===== config.mk =====
export PLATFORM = sky130hd
export DESIGN_NAME = dip_replacement_unit
export DESIGN_NICKNAME = d
export VERILOG_FILES = /design/src/rtl/mips_core_pkg.sv /design/src/rtl/dip_replacement_unit_plru_tree.sv /design/src/rtl/dip_replacement_unit.sv
export SDC_FILE = /design/constraint.sdc
export NUM_CORES = 1
export LEC_CHECK = 0
export CAP_MARGIN = 10
export CELL_PAD_IN_SITES_DETAIL_PLACEMENT = 1
export CELL_PAD_IN_SITES_GLOBAL_PLACEMENT = 2
export CORE_ASPECT_RATIO = 2
export CORE_UTILIZATION = 35
export CTS_CLUSTER_SIZE = 16
export DETAILED_ROUTE_END_ITERATION = 12
export GPL_ROUTABILITY_DRIVEN = 0
export PLACE_DENSITY = 0.88
export SLEW_MARGIN = 20
export SYNTH_ARGS = -nofsm -noshare
export SYNTH_HDL_FRONTEND = slang
export SYNTH_SLANG_ARGS = --single-unit

===== constraint.sdc =====
create_clock -name clk -period 3.7 [get_ports clk]
set_input_delay 0.74 -clock clk [delete_from_list [all_inputs] [get_ports clk]]
set_output_delay 0.74 -clock clk [all_outputs]
set_load 0.01 [all_outputs]

===== src/rtl/mips_core_pkg.sv =====
// Shared definitions for the cache replacement logic.
//   ReplPolicy      : insertion policy selector, encoded as driven on policy_mode.
//   plru_node_count : number of tree-PLRU node bits for a given associativity.
package mips_core_pkg;

  typedef enum logic [1:0] {
    REPL_LRU = 2'd0,
    REPL_LIP = 2'd1,
    REPL_BIP = 2'd2,
    REPL_DIP = 2'd3
  } ReplPolicy;

  // A binary tree over N leaves has N-1 internal nodes.
  function automatic int plru_node_count(input int assoc);
    return assoc - 1;
  endfunction

endpackage


===== src/rtl/dip_replacement_unit_plru_tree.sv =====
// One cache set's tree-PLRU state.
//   clk, rst        : clock, asynchronous active-high reset (all node bits to 0)
//   upd_en_i        : apply an update to this set at the next edge
//   upd_promote_i   : 1 = point the path away from upd_way_i (MRU),
//                     0 = point the path toward upd_way_i (LRU position)
//   upd_way_i       : way whose root-to-leaf path is rewritten
//   victim_way_o    : way reached by following the node bits from the root
// Node 0 is the root, node k has children 2k+1 / 2k+2, leaves are ways in
// ascending order; a node bit of 1 means the victim lies in the upper half.
module plru_tree
  import mips_core_pkg::*;
#(
  parameter int ASSOCIATIVITY = 4
) (
  input  logic                             clk,
  input  logic                             rst,
  input  logic                             upd_en_i,
  input  logic                             upd_promote_i,
  input  logic [$clog2(ASSOCIATIVITY)-1:0] upd_way_i,
  output logic [$clog2(ASSOCIATIVITY)-1:0] victim_way_o
);

  localparam int WAY_W = $clog2(ASSOCIATIVITY);
  localparam int NODES = plru_node_count(ASSOCIATIVITY);

  logic [NODES-1:0]         tree_q;
  logic [NODES-1:0]         tree_d;
  logic [ASSOCIATIVITY-1:0] way_match;

  // Each node knows its level and its position within that level; it lies on
  // the path of a way when the way's top LVL bits equal that position, and the
  // way's next bit says which child the path takes.
  for (genvar n = 0; n < NODES; n++) begin : g_node
    localparam int LVL = $clog2(n + 2) - 1;
    localparam int POS = n - ((1 << LVL) - 1);

    logic on_path;
    logic dir;

    assign dir     = upd_way_i[WAY_W-1-LVL];
    assign on_path = ((int'(upd_way_i) >> (WAY_W - LVL)) == POS);
    assign tree_d[n] = (upd_en_i && on_path) ? (upd_promote_i ? ~dir : dir)
                                             : tree_q[n];
  end

  // A way is the victim when every node on its path points toward it.
  for (genvar w = 0; w < ASSOCIATIVITY; w++) begin : g_way
    logic [WAY_W-1:0] lvl_ok;
    for (genvar l = 0; l < WAY_W; l++) begin : g_lvl
      localparam int NODE = ((1 << l) - 1) + (w >> (WAY_W - l));
      localparam int DIR  = (w >> (WAY_W - 1 - l)) & 1;
      assign lvl_ok[l] = (tree_q[NODE] == (DIR != 0));
    end
    assign way_match[w] = &lvl_ok;
  end

  // Exactly one way matches for any tree state, so this is a plain encoder.
  always_comb begin
    victim_way_o = '0;
    for (int w = 0; w < ASSOCIATIVITY; w++) begin
      if (way_match[w]) victim_way_o = WAY_W'(w);
    end
  end

  // NOTE: the node bits steer the victim immediately after reset, so they are
  // flops with an async reset rather than an uninitialised memory.
  always_ff @(posedge clk or posedge rst) begin
    if (rst) tree_q <= '0;
    else     tree_q <= tree_d;
  end

endmodule


===== src/rtl/dip_replacement_unit.sv =====
// Replacement-policy engine for a set-associative cache: N-way tree-PLRU per
// set with LRU / LIP / BIP insertion and DIP set-dueling.
//   clk, rst          : clock, asynchronous active-high reset
//   policy_mode       : 0 LRU, 1 LIP, 2 BIP, 3 dynamic DIP
//   access_valid/index/hit/way : completed lookup; a hit promotes the way
//   fill_valid/index/way       : completed refill; inserted per policy
//   query_index/valid_mask     : set whose victim is requested, its valid bits
//   victim_way        : lowest invalid way, else tree victim (combinational)
//   psel              : set-dueling selector
//   follower_bip      : followers currently insert with BIP (psel MSB)
module dip_replacement_unit
  import mips_core_pkg::*;
#(
  parameter int INDEX_WIDTH   = 5,
  parameter int ASSOCIATIVITY = 4,
  parameter int PSEL_WIDTH    = 10,
  parameter int BIP_EPS_LOG2  = 5,
  parameter int LEADER_BITS   = 3
) (
  input  logic                             clk,
  input  logic                             rst,
  input  logic [1:0]                       policy_mode,
  input  logic                             access_valid,
  input  logic [INDEX_WIDTH-1:0]           access_index,
  input  logic                             access_hit,
  input  logic [$clog2(ASSOCIATIVITY)-1:0] access_way,
  input  logic                             fill_valid,
  input  logic [INDEX_WIDTH-1:0]           fill_index,
  input  logic [$clog2(ASSOCIATIVITY)-1:0] fill_way,
  input  logic [INDEX_WIDTH-1:0]           query_index,
  input  logic [ASSOCIATIVITY-1:0]         query_valid_mask,
  output logic [$clog2(ASSOCIATIVITY)-1:0] victim_way,
  output logic [PSEL_WIDTH-1:0]            psel,
  output logic                             follower_bip
);

  localparam int WAY_W = $clog2(ASSOCIATIVITY);
  localparam int DEPTH = 1 << INDEX_WIDTH;
  localparam logic [PSEL_WIDTH-1:0] PSEL_RESET = {1'b0, {(PSEL_WIDTH-1){1'b1}}};

  if (ASSOCIATIVITY < 2 || (ASSOCIATIVITY & (ASSOCIATIVITY - 1)) != 0) begin : g_bad_assoc
    $error("dip_replacement_unit: ASSOCIATIVITY must be a power of 2 and >= 2");
  end
  if (LEADER_BITS < 1 || LEADER_BITS > INDEX_WIDTH) begin : g_bad_leader
    $error("dip_replacement_unit: LEADER_BITS must be in 1..INDEX_WIDTH");
  end

  ReplPolicy mode;
  assign mode = ReplPolicy'(policy_mode);

  logic [PSEL_WIDTH-1:0]   psel_q, psel_d;
  logic [BIP_EPS_LOG2-1:0] bip_cnt_q, bip_cnt_d;

  // Set classification from the low index bits.
  logic fill_lru_leader, fill_bip_leader;
  logic acc_lru_leader, acc_bip_leader;

  assign fill_lru_leader = (fill_index[LEADER_BITS-1:0] == '0);
  assign fill_bip_leader = (&fill_index[LEADER_BITS-1:0]);
  assign acc_lru_leader  = (access_index[LEADER_BITS-1:0] == '0);
  assign acc_bip_leader  = (&access_index[LEADER_BITS-1:0]);

  logic fill_use_bip;
  logic fill_promote;

  // NOTE: every variable gets a default at the top of the block, so no path
  // leaves it unassigned and no latch is inferred.
  always_comb begin
    fill_use_bip = 1'b0;
    fill_promote = 1'b1;
    case (mode)
      REPL_LRU: fill_promote = 1'b1;
      REPL_LIP: fill_promote = 1'b0;
      REPL_BIP: fill_use_bip = 1'b1;
      REPL_DIP: begin
        if (fill_bip_leader)       fill_use_bip = 1'b1;
        else if (!fill_lru_leader) fill_use_bip = psel_q[PSEL_WIDTH-1];
      end
      default: fill_promote = 1'b1;
    endcase
    // BIP inserts at MRU only when the epsilon counter is at zero.
    if (fill_use_bip) fill_promote = (bip_cnt_q == '0);
  end

  always_comb begin
    psel_d    = psel_q;
    bip_cnt_d = bip_cnt_q;
    if (mode == REPL_DIP && access_valid && !access_hit) begin
      if (acc_lru_leader) begin
        if (psel_q != '1) psel_d = psel_q + 1'b1;
      end else if (acc_bip_leader) begin
        if (psel_q != '0) psel_d = psel_q - 1'b1;
      end
    end
    if (fill_valid && fill_use_bip) bip_cnt_d = bip_cnt_q + 1'b1;
  end

  always_ff @(posedge clk or posedge rst) begin
    if (rst) begin
      psel_q    <= PSEL_RESET;
      bip_cnt_q <= '0;
    end else begin
      psel_q    <= psel_d;
      bip_cnt_q <= bip_cnt_d;
    end
  end

  // A fill owns its set for the cycle; a hit to the same set loses its
  // tree update (its PSEL effect above is unaffected).
  logic hit_update;
  assign hit_update = access_valid && access_hit &&
                      !(fill_valid && (fill_index == access_index));

  logic [WAY_W-1:0] set_victim [DEPTH];

  for (genvar s = 0; s < DEPTH; s++) begin : g_set
    logic fill_sel;
    logic hit_sel;

    assign fill_sel = fill_valid && (fill_index == INDEX_WIDTH'(s));
    assign hit_sel  = hit_update && (access_index == INDEX_WIDTH'(s));

    plru_tree #(
      .ASSOCIATIVITY(ASSOCIATIVITY)
    ) u_tree (
      .clk          (clk),
      .rst          (rst),
      .upd_en_i     (fill_sel | hit_sel),
      .upd_promote_i(fill_sel ? fill_promote : 1'b1),
      .upd_way_i    (fill_sel ? fill_way : access_way),
      .victim_way_o (set_victim[s])
    );
  end

  // Invalid ways are always preferred; lowest-numbered first.
  logic [WAY_W-1:0] invalid_way;
  logic             invalid_found;

  always_comb begin
    invalid_way   = '0;
    invalid_found = 1'b0;
    for (int w = 0; w < ASSOCIATIVITY; w++) begin
      if (!invalid_found && !query_valid_mask[w]) begin
        invalid_way   = WAY_W'(w);
        invalid_found = 1'b1;
      end
    end
  end

  assign victim_way   = invalid_found ? invalid_way : set_victim[query_index];
  assign psel         = psel_q;
  assign follower_bip = psel_q[PSEL_WIDTH-1];

endmodule


# Word-level counts from Yosys, hierarchy flattened
# Index checks and enable logic that the tools add are counted.
# word_totals
in_bits	30
output_inout_bits	13
wordCells	858
reg_bits	111
# classes
n_bitwise	161
muxes	244
n_addsub	3
n_reduce_logical	283
magnitude_cmp	1
eq_ne	68
# op_table
cell	count
$logic_not A32 Y1	32
$mux W2	101
$reduce_and A2 Y1	96
$eq A5 B5 Y1 const B	32
$logic_and A1 B1 Y1	137
$mux W1	137
$not A1 Y1	128
$eq A5 B4 Y1 const B	16
$eq A5 B3 Y1 const B	8
$mux W10	4
$or A1 B1 Y1	32
$eq A5 B2 Y1 const B	4
$logic_not A5 Y1	3
$add A10 B1 Y10 const B	1
$bmux W2 S5	1
$eq A5 B1 Y1 const B	2
$ne A10 B10 Y1 const B	1
$reduce_bool A10 Y1	1
$sub A10 B1 Y10 const B	1
$logic_not A1 Y1	7
$ge A6 B6 Y1 const B	1
$logic_not A3 Y1	2
$not A5 Y6	1
$reduce_and A3 Y1	2
8 further kinds	10

# Longest topological paths before layout
# logic_depth
ltp_word	10
mapped_depth	10
depth_no_buf	9

# By module
# A second synthesis with hierarchy kept.
# hier_totals
hier_cells	916
area_unflattened_um2	8013.9
# modules_own_cells
module	area_each_um2	seq_area_each_um2	cells_per_inst	instances
plru_tree	148.9	75.1	16	32
dip_replacement_unit	3249.4	386.6	404	1

# Least setup slack after synthesis
# OpenSTA, ideal clock, no wires.
# synth_timing
kind	in2reg
startpoint	in access_index[0]
endpoint	reg psel_q[9] (netlist: psel[9])
arrival_ps	3079
path_buffers	1
path_slack_ps	493
cell_stages	10
cell_sequence	buf_4 -> nor3_1 -> inv_1 -> ha_1 -> and3_1 -> a2111o_1 -> a211oi_1 -> nor3_1 -> nand3b_1 -> xnor2_1
# synth_between
elab_chain_len	3
elab_cells_between_ends	7
classes_between	1 x eq/ne; 1 x mux; 5 x reduce/logical
# synth_lines
element	line_no	rtl
start, declared	dip_replacement_unit.sv:24	input logic [INDEX_WIDTH-1:0] access_index,
$logic_not A3 Y1 / $reduce_and A3 Y1 (equally long branches)	dip_replacement_unit.sv:60, dip_replacement_unit.sv:61	
$ne A2 B1 Y1 (no line) / $reduce_bool A2 Y1 (equally long branches)	--	
$reduce_and A4 Y1 (no line)	--	
end signal, assigned	dip_replacement_unit.sv:103	psel_q <= psel_d;
end, declared	dip_replacement_unit.sv:51	logic [PSEL_WIDTH-1:0] psel_q, psel_d;
# Several ways; a longest one is shown, not always the timed one.
# A chain may end at the register's enable or synchronous reset.

# Worst setup path after layout
# layout_timing
startpoint	in query_index[0]
endpoint	out victim_way[1]
# layout_between
elab_chain_len	5
# layout_lines
element	line_no	rtl
start, declared	dip_replacement_unit.sv:30	input logic [INDEX_WIDTH-1:0] query_index,
$not A5 Y6 (implied by the code)	dip_replacement_unit.sv:150	assign victim_way = invalid_found ? invalid_way : set_victim[query_index];
$bmux W2 S5	dip_replacement_unit.sv:150	
$mux W2 (implied by the code) (2 in a row)	dip_replacement_unit.sv:150	
$mux W2	dip_replacement_unit.sv:150	
end, declared	dip_replacement_unit.sv:32	output logic [$clog2(ASSOCIATIVITY)-1:0] victim_way,
# Every way passes these cells. The select of a mux whose other input is x is not followed.

==> metrics list <==
- Setup repair after global routing left no endpoint under its margin.
- The clock reaches the later pin of the worst-skew pair after 0.38 ns.
* Sequential share of power: 0.411
- Post-synthesis instance total: 853
* Power density normalized to cell area: 529 mW/mm²
* Deepest clock path buffer count: 2
- From synthesis to final layout, the design area changed by 15.4%.
- The run finished with clean final reports.
- Mux contribution to synthesized area: 0.141
- Fmax: around 280 MHz
- In the routed layout, each cell is associated on average with a via count of 6.34.
- Synthesized-area fraction occupied by adder cells: 0.0186
- The library cells used most frequently in the layout, excluding fill and tap cells, are sky130_fd_sc_hd__dfrtp_1 (102), sky130_fd_sc_hd__nor2_1 (88), sky130_fd_sc_hd__nand2_1 (84).
- Relative slew margins: 0.497
- Number of top-level pins: between 40 and 50
* Final hold viol count: 0
* Port bufs: 42
* Fraction of the mapped netlist area in simple logic gates: 0.193
* Distinct cell type count after synthesis: 73
- A synthesized cell averages 9.17 µm².
- Across the VDD grid, the largest voltage drop is 0.000346 V.
- Final-report max-slew violation count: 0
* Share of the cycle needed by the critical path after routing: 0.950
- The worst setup path is launched from an input pin.
- For this run, the total global-route usage over all layers was measured as 0.286.
- GR Overflow Total: 0
- The number of nets in the synthesized netlist is 894.
* Initial core utilization: 0.355
* Cell Int Power: 2.97 mW
- By startpoint and endpoint, the worst setup path is classified as input pin to output pin.
* Count of maximum capacitance violations: 0
- Root buffer cell: sky130_fd_sc_hd__clkbuf_16
* Initial DRC count: 415
- After synthesis, the largest family of logic cells by area is compound AO/OA/AOI/OAI gates.
- Routed Antenna Nets: 0
- Detailed placement finished with a half-perimeter wire length of 23500 µm.
* Post-route minimum period: 3.52 ns
* EDFF count, synth: 0
* Proportion of synthesized flip-flops having asynchronous set or reset: 1.00
- Count of inserted antenna diode cells: 0
* Actual transition at the worst max-transition pin: 0.752 ns
- The post-synthesis compound-gate area fraction is 0.224.
* Clock transition time at the flip-flop clock pins of the worst setup and hold paths: 0.07 ns
- Largest net degree at the start of global routing: 55
- The number of clock buffers added by TritonCTS is 9.
- Worst Setup End Kind: output pin
* Kind of path behind the tightest hold check: flop to flop
- Sequential area share after synthesis: 0.356
- In the final timing run, aggregate negative setup slack is 0 ns.
- Yosys warning count: 0
* Number of nets in the final layout: 945
* Vert. Die Dim: approximately 210 µm
* Critical path fanouts, max: 11
- The die covers 0.0230 mm².
- The share of total power dissipated in the clock network is 0.209.
* Routed wirelength normalized by instance count: 26.1 µm
- Area share of xor/xnor cells in the synthesized design: 0.0224
- The initialized floorplan defines 77 standard-cell rows.
* TritonCTS clock tree: built
* Proportion of layout cells with a drive suffix above 1: 0.163
- Clock tree synthesis found a total of around 110 sinks.
- Measured along the x axis, the die boundary spans 108 µm.
* Standby leakage power: 3.61 nW
* Count of H-tree levels built during CTS: 3
* Most used flip-flop cell after synthesis: sky130_fd_sc_hd__dfrtp_1
- For the final database, setup skew stands at ~0.0091 ns.
- Total standard cell area after synthesis: 0.00782 mm²
- The library cell used most frequently in the layout, excluding fill and tap cells, is sky130_fd_sc_hd__dfrtp_1.
- Number of global-route vias before repair: 7975
- Of the total power, the share spent switching nets is 0.378.
- Final-report setup violation count: 0
- The synthesized design contains 111 register bits.
- At the end of the flow the core is filled with cells to 0.409.
- Number of search-and-repair iterations in the first detailed-routing pass: 6
- The number of antenna violations at the first check in global routing came to 0.
- Relative contribution of combinational cells to total power: 0.381
- Post-detailed-routing wire length: 30900 µm
- Routed via count: 7507
- The total area inside the core boundary comes to roughly 0.022 mm².
- Wire length of the first global-routing pass: around 48000 µm
* Total DRC errors in the routed layout: 0
- Critical path arrival: around 2.8 ns
- Switching component of the power: about 1.8 mW
* Worst endpoint required time: 2.96 ns
## power groups by stage
stage               registers [mW]  logic (mW)  clock network [mW]
floorplan                     1.84        1.22                   0
global placement              1.97        1.75                   0
detailed placement            1.98        1.81                   0
CTS                           1.96        1.81                1.01
global route                  2.00        1.97                1.05
finish                        1.96        1.82               0.998
## cell usage after synthesis, types with 14 or more instances
cell / n / share of area
sky130_fd_sc_hd__mux2_2: 39 / 0.056
sky130_fd_sc_hd__dfrtp_1: 102 / 0.33
sky130_fd_sc_hd__o21ai_0: 33 / 0.021
sky130_fd_sc_hd__a21oi_1: 32 / 0.020
sky130_fd_sc_hd__a22oi_1: 15 / 0.014
sky130_fd_sc_hd__a221oi_1: 14 / 0.016
sky130_fd_sc_hd__buf_2: 14 / 0.0090
sky130_fd_sc_hd__o211ai_1: 16 / 0.015
sky130_fd_sc_hd__nand2_1: 84 / 0.040
sky130_fd_sc_hd__mux2i_1: 37 / 0.047
sky130_fd_sc_hd__xnor2_1: 18 / 0.020
sky130_fd_sc_hd__nor3_1: 34 / 0.022
sky130_fd_sc_hd__nand3_1: 19 / 0.012
sky130_fd_sc_hd__and2_1: 18 / 0.014
sky130_fd_sc_hd__nor2b_1: 18 / 0.014
sky130_fd_sc_hd__nor2_1: 88 / 0.042
sky130_fd_sc_hd__clkbuf_1: 32 / 0.015
## state kept, by name (all words and copies together), names as in the netlist
name / flops
g_set.u_tree.tree_q: 96
psel: 10
bip_cnt_q: 5
## final cells by class
| class | count | area (µm²) |
|---|---|---|
| clock inverters | 2 | 13.8 |
| multi-input cells | 672 | 4680 |
| fillers | 2519 | 13000 |
| flip-flops and latches | 111 | 2790 |
| well taps | 276 | 345 |
| repair buffers | 98 | 883 |
| inverters | 12 | 47.5 |
| clock buffers | 13 | 270 |
## critical path: stages
cell and delay, ns:
sky130_fd_sc_hd__clkdlybuf4s50_1 0.50, sky130_fd_sc_hd__buf_12 0.15, sky130_fd_sc_hd__mux4_2 0.49, sky130_fd_sc_hd__mux4_2 0.49, sky130_fd_sc_hd__mux2i_1 0.15, sky130_fd_sc_hd__a31oi_1 0.11
sky130_fd_sc_hd__clkbuf_2 0.14
## per-layer routing
layer | vias to the layer above | routed length [µm] | track usage
li1 | 3337 | - | -
met5 | - | 0 | 0
met2 | 278 | 16000 | 0.505
met3 | 148 | 1650 | 0.0578
met4 | 0 | 2890 | 0.239
met1 | 3744 | 10400 | 0.283
## cells by family after synthesis
group	after synthesis
AO/OA/AOI/OAI	239
XOR/XNOR	20
adder cells (fa/ha/maj)	11
buffers and inverters	70
flip-flops	111
multiplexers	89
AND/OR/NAND/NOR	313
## final timing paths
check	from	endpoint	slack (ns)	depth (start not counted)
min	g_set[22].u_tree.tree_q[2]$_DFFE_PP0P_	g_set[22].u_tree.tree_q[2]$_DFFE_PP0P_	0.48	1
min reg2reg	g_set[22].u_tree.tree_q[2]$_DFFE_PP0P_	g_set[22].u_tree.tree_q[2]$_DFFE_PP0P_	0.48	1
max in group asynchronous	rst	bip_cnt_q[1]$_DFFE_PP0P_	2.32	3
max	query_index[0]	victim_way[1]	0.18	7
max reg2reg	psel[2]$_DFFE_PP1P_	psel[9]$_DFFE_PP0P_	1.32	7
min in group asynchronous	rst	g_set[10].u_tree.tree_q[2]$_DFFE_PP0P_	0.72	2
## per-stage QoR
| stage | setup slack (ns) | power, mW | instances | cell area (µm²) | hold slack [ns] |
|---|---|---|---|---|---|
| CTS | 0.0205 | 4.78 | 1184 | 9030 | 0.484 |
| finish | 0.183 | 4.78 | 1184 | 9030 | 0.484 |
| global route | 0.0727 | 5.02 | 1184 | 9030 | 0.493 |
| floorplan | 0.0442 | 3.07 | 853 | 7820 | 0.443 |
| global placement | -0.186 | 3.73 | 1169 | 8750 | 0.460 |
| detailed placement | -0.201 | 3.78 | 1169 | 8750 | 0.468 |
## repair_timing
item,4_1_cts,5_1_grt
resized for setup,3,2
hold buffers,0,0
pin swaps,0,0
setup buffers,0,0
setup endpoints to repair,2,2
Note: power is estimated with default switching activity, not from simulation.
==> edit 1, RTL diff (config.mk and constraints unchanged) <==
Set the parameter `BIP_EPS_LOG2` to 6 (it was 5).
--- a/src/rtl/dip_replacement_unit.sv
+++ b/src/rtl/dip_replacement_unit.sv
@@ -16,3 +16,3 @@
   parameter int PSEL_WIDTH    = 10,
-  parameter int BIP_EPS_LOG2  = 5,
+  parameter int BIP_EPS_LOG2  = 6,
   parameter int LEADER_BITS   = 3
Check against the original RTL: same outputs for any inputs over 4 cycles, from zero or initial values and one cycle with rst high; that may be too few to reach the edited logic, so the function may still have changed.
==> edit 1 against the original RTL <==
Global-route usage grew 2.4 points. Setup slack lost 18 ps. Critical path depth is the same. Utilization up 1.0 points. Sequential power grew 3%. Area after synthesis rose by 0.42%. Wire length increased by 11%. Maximum frequency down 0.51%. Design area grew 2.4%. Synthesized cell count increased by 7.2%. Sequential share of layout area shrank 0.46 points. Sequential cell count increased by 1. Power up 6.9%. Largest cell class unchanged.
==> edit 1: results (changes against the original RTL) <==
- GRT Overall Usage: 31.01% (+2.4 points)
- Vias in the first global route: 8799 (+10%)
- Metal2 WL: 17.18 mm (+7.7%)
- 1st-pass router iterations: 5 (-1)
- Crit. Startpoint: query_index[2]
- Layout cells sized above 1: 13.89% (-2.4 points)
- Combinational power: 0.00203 W (+12%)
- Reg2reg setup slack: 850 ps (-470 ps)
- Met1 Usage GRT: 30.13% (+1.8 points)
- WL met3: 1.805 mm (+9.4%)
- Netlist cell types: 74 (+1.4%)
- Multi-input gates: 730 (+8.6%)
- Largest net degree at the start of global routing: 73 (+33%)
- Vias per std cell: 6.565 (+3.5%)
- NumNets Final: 1022 (+8.1%)
- Leakage: 3.644 nW (+0.85%)
- CP max FO: 5 (-6)
- Inverters: 11 (-1)
- Met3 Use GR: 4.772% (-1.0 points)
- Worst reg2reg endpoint: g_set[0].u_tree.tree_q[2]
- Clock-cell share: 3.246% (+0.10 points)
- Hold_ws: 492.1 ps (+8.397 ps)
- Internal: 0.003144 W (+5.8%)
- Worst Hold Endpoint: bip_cnt_q[5]
- Antenna diodes: 0 (unchanged)
- Post-DP HPWL: 25.66 mm (+9.3%)
- Clock buffers: 12 (-1)
- Outcome: finished, final reports clean
- IO Port Bufs: 42 (unchanged)
- Top cells by area, synth: dfrtp_1 33%, nand2_1 5.1%, mux2i_1 4.8%, nor2_1 4.7%, mux4_2 3.7%
- Multi-input combinational area share: 51.27% (-0.57 points)
- Cell area power density: 551.9 nW/µm² (+4.3%)
- Met2 Resource Use GR: 53.48% (+3.0 points)
- RR Startpoint: bip_cnt_q[3]
- Buffer share of cell area: 10.86% (+1.1 points)
- Setup Skew: 8.050 ps (-1.015 ps)
- Post-cts resize count: 8 (+5)
- # fillers: 2569 (+2.0%)
- Clk pwr: 0.00106 W (+6%)
- Worst r2r path cells: 6 (-1)
- First-pass GRT wire length: 51.96 mm (+8.8%)
- Post-Syn Nets: 955 (+6.8%)
- Maximum vdd drop: 315.4 µV (-9.0%)
- HP Start: bip_cnt_q[5]
- Largest Register: g_set.u_tree.tree_q
- Post-synthesis sequential area ratio: 35.82% (+0.17 points)
- Met1 wire length: 11.32 mm (+8.9%)
- Seq area share: 30.42% (-0.46 points)
- Buffers, non-clock: 117 (+19%)
- WL final: 34.22 mm (+11%)
- Top sig layer: met4
- Post-synth top cells: 107 x nand2_1, 103 x dfrtp_1, 98 x nor2_1
[edit 1: worst max-delay path, cell delays in order]
cell,delay [ps]
clkdlybuf4s50_1,480
buf_6,140
mux4_2,500
mux4_2,510
mux2i_2,190
a31oi_1,110
clkbuf_2,130
[edit 1: per-stage QoR]
| step | util, % | area [µm²] | worst slack (ps) | cells |
|---|---|---|---|---|
| 2_1_floorplan | - | 7856 | 15.89 | 914 |
| 3_5_place_dp | 40.51 | 8939 | -620.6 | 1244 |
| 3_3_place_gp | 40.51 | 8939 | -628.8 | 1244 |
| 6_report | 41.93 | 9251 | 165.3 | 1262 |
| 5_1_grt | 41.93 | 9251 | 86.58 | 1262 |
| 4_1_cts | 41.96 | 9256 | 13.63 | 1262 |
[edit 1: logic make-up after synthesis]
group                    share of synthesized area [%]
AO/OA/AOI/OAI                                    24.29
AND/OR/NAND/NOR                                  21.39
XOR/XNOR                                         2.755
buffers and inverters                            3.854
multiplexers                                     10.05
adder cells (fa/ha/maj)                          1.847
flip-flops                                       35.82
==> edit 2, RTL diff (config.mk and constraints unchanged) <==
Made on the original files. Reset style: synchronous (`rst`), changed in 2 clocked blocks. Comments in the files are not updated.
--- a/src/rtl/dip_replacement_unit_plru_tree.sv
+++ b/src/rtl/dip_replacement_unit_plru_tree.sv
@@ -66,3 +66,3 @@
   // flops with an async reset rather than an uninitialised memory.
-  always_ff @(posedge clk or posedge rst) begin
+  always_ff @(posedge clk) begin
     if (rst) tree_q <= '0;
--- a/src/rtl/dip_replacement_unit.sv
+++ b/src/rtl/dip_replacement_unit.sv
@@ -97,3 +97,3 @@
 
-  always_ff @(posedge clk or posedge rst) begin
+  always_ff @(posedge clk) begin
     if (rst) begin
Check against the original RTL: differs if rst is asserted again (counterexample within 4 cycles, from zero or initial values and one cycle with rst high); with rst held inactive, the same outputs for 4 cycles.
==> edit 2 against the original RTL <==
Sequential cell count did not move. Largest cell class unchanged. Global-route usage barely moved. Critical endpoint unchanged. Sequential share of layout area fell by 5.9 points. Via count rose by 7.6%. Wire length grew 1.3%. Setup slack worse by 45 ps. Design area is 1.4% lower. Die area fell by 2.7%. Area after synthesis is 2.8% lower. Critical path depth stayed put.
Power is not compared: it rests on default switching activity, and its combinational part moved more than twofold at a synthesized area within 25%.
==> edit 2: results (changes against the original RTL) <==
- GRT Overall Usage: 28.61% (about the same)
- Top cell family by delay on the critical path: multiplexers
- Reg2reg setup slack: 1100 ps (-220 ps)
- HP Start: g_set[3].u_tree.tree_q[2]
- Hold path depth: 2 (+1)
- IO Port Bufs: 42 (unchanged)
- Vias per std cell: 6.343 (about the same)
- Number of flip-flops in the largest register: 96 (unchanged)
- Post-synth top cells: 117 x nand2_1, 111 x dfxtp_1, 84 x nor2_1
- Longest Clk Path Bufs: 2 (unchanged)
- Worst Hold Endpoint: g_set[3].u_tree.tree_q[2]
- Post-DP Area: 8591 µm² (-1.8%)
- Vias: 8075 (+7.6%)
- Synth Area in Compound Gates: 27.22% (+4.8 points)
- Setup Skew: 8.113 ps (-0.9512 ps)
- Met3 Use GR: 5.473% (-0.30 points)
- Largest net degree at the start of global routing: 59 (+7.3%)
- RR Startpoint: bip_cnt_q[0]
- First DRT Iteration DRCs: 512 (+23%)
- Worst Tran Pin Value: 759.4 ps (+6.955 ps)
- Mapped Cells: 949 (+11%)
- Post-DP HPWL: 23.50 mm (about the same)
- Top sig layer: met4
- Post-Syn Nets: 990 (+11%)
- H-tree depth: 3 (unchanged)
- Clock-pin transition on the worst setup and hold timing paths: 80 ps
- WL final: 31.28 mm (+1.3%)
- Post-synthesis sequential area ratio: 29.21% (-6.4 points)
- Layout cells sized above 1: 13.30% (-3.0 points)
- Post-cts resize count: 7 (+4)
- Placed instance count: 1258 (+7.6%)
- Met2 Resource Use GR: 49.96% (-0.58 points)
- Netlist cell types: 77 (+5.5%)
- Hold_ws: 464.3 ps (-19.40 ps)
- Top cells by area, synth: dfxtp_1 29%, mux2i_1 6.1%, nand2_1 5.8%, mux4_2 4.1%, nor2_1 4.1%
- Met1 Usage GRT: 27.46% (-0.88 points)
- Post-synthesis adder-cell area fraction: 1.908% (+0.053 points)
- Antenna diodes: 0 (unchanged)
- Crit. Startpoint: query_index[2]
- CP max FO: 5 (-6)
- Post-Synth XOR/XNOR Area: 2.056% (-0.18 points)
- Worst r2r path cells: 10 (+3)
- First-pass GRT wire length: 47.88 mm (+0.26%)
- 1st-pass router iterations: 5 (-1)
- Setup bufs post-CTS: 1 (+1)
- Post-synthesis mux area share: 13.34% (-0.75 points)
- Worst reg2reg endpoint: g_set[2].u_tree.tree_q[1]
- Place WS: -346.7 ps (-145.6 ps)
- Achievable Freq: 0.2808 GHz (-1.3%)
- Metal2 WL: 15.64 mm (-2.0%)
- Met1 wire length: 10.93 mm (+5.1%)
- NumNets Final: 1039 (+9.9%)
- Async set-or-reset flop fraction in the synthesized netlist: 0% (-100 points)
- WL met3: 1.554 mm (-5.8%)
- Outcome: finished, final reports clean
- Vias in the first global route: 8560 (+7.3%)
- CP max-delay cell: mux4_2
- CP Data Arrival Time: 2820 ps (+40 ps)
==> edit 2: changes by cell type in the layout (fill, tap and decap cells not counted), sizes merged, moves of 10 or more <==
| cell | unedited run | this run |
|---|---|---|
| a21oi | 32 | 51 |
| nand2 | 84 | 117 |
| mux2i | 37 | 47 |
| nor3 | 34 | 15 |
| dfrtp | 102 | 0 |
| a221oi | 16 | 5 |
| mux2 | 39 | 20 |
| o22ai | 13 | 39 |
| dfxtp | 0 | 111 |
| a22oi | 15 | 1 |
| o211ai | 17 | 40 |
| o21ai | 35 | 58 |
| o32ai | 0 | 11 |
==> edit 2: final cells by class <==
cell class                 count  area [µm²]
inverter                      19       71.32
clock inverter                 2       35.03
multi-input combinational    752        5041
timing repair buffer         105       962.2
clock buffer                  11       232.7
fill                        2603       12490
sequential                   111        2222
tap                          273       341.6
==> edit 2: power by group <==
group / internal, W / switching, W / total [W]
Combinational: 0.000183 / 0.000326 / 0.000509
Sequential: 0.00121 / 0.0000146 / 0.00122
Clock: 0.000515 / 0.000480 / 0.000995
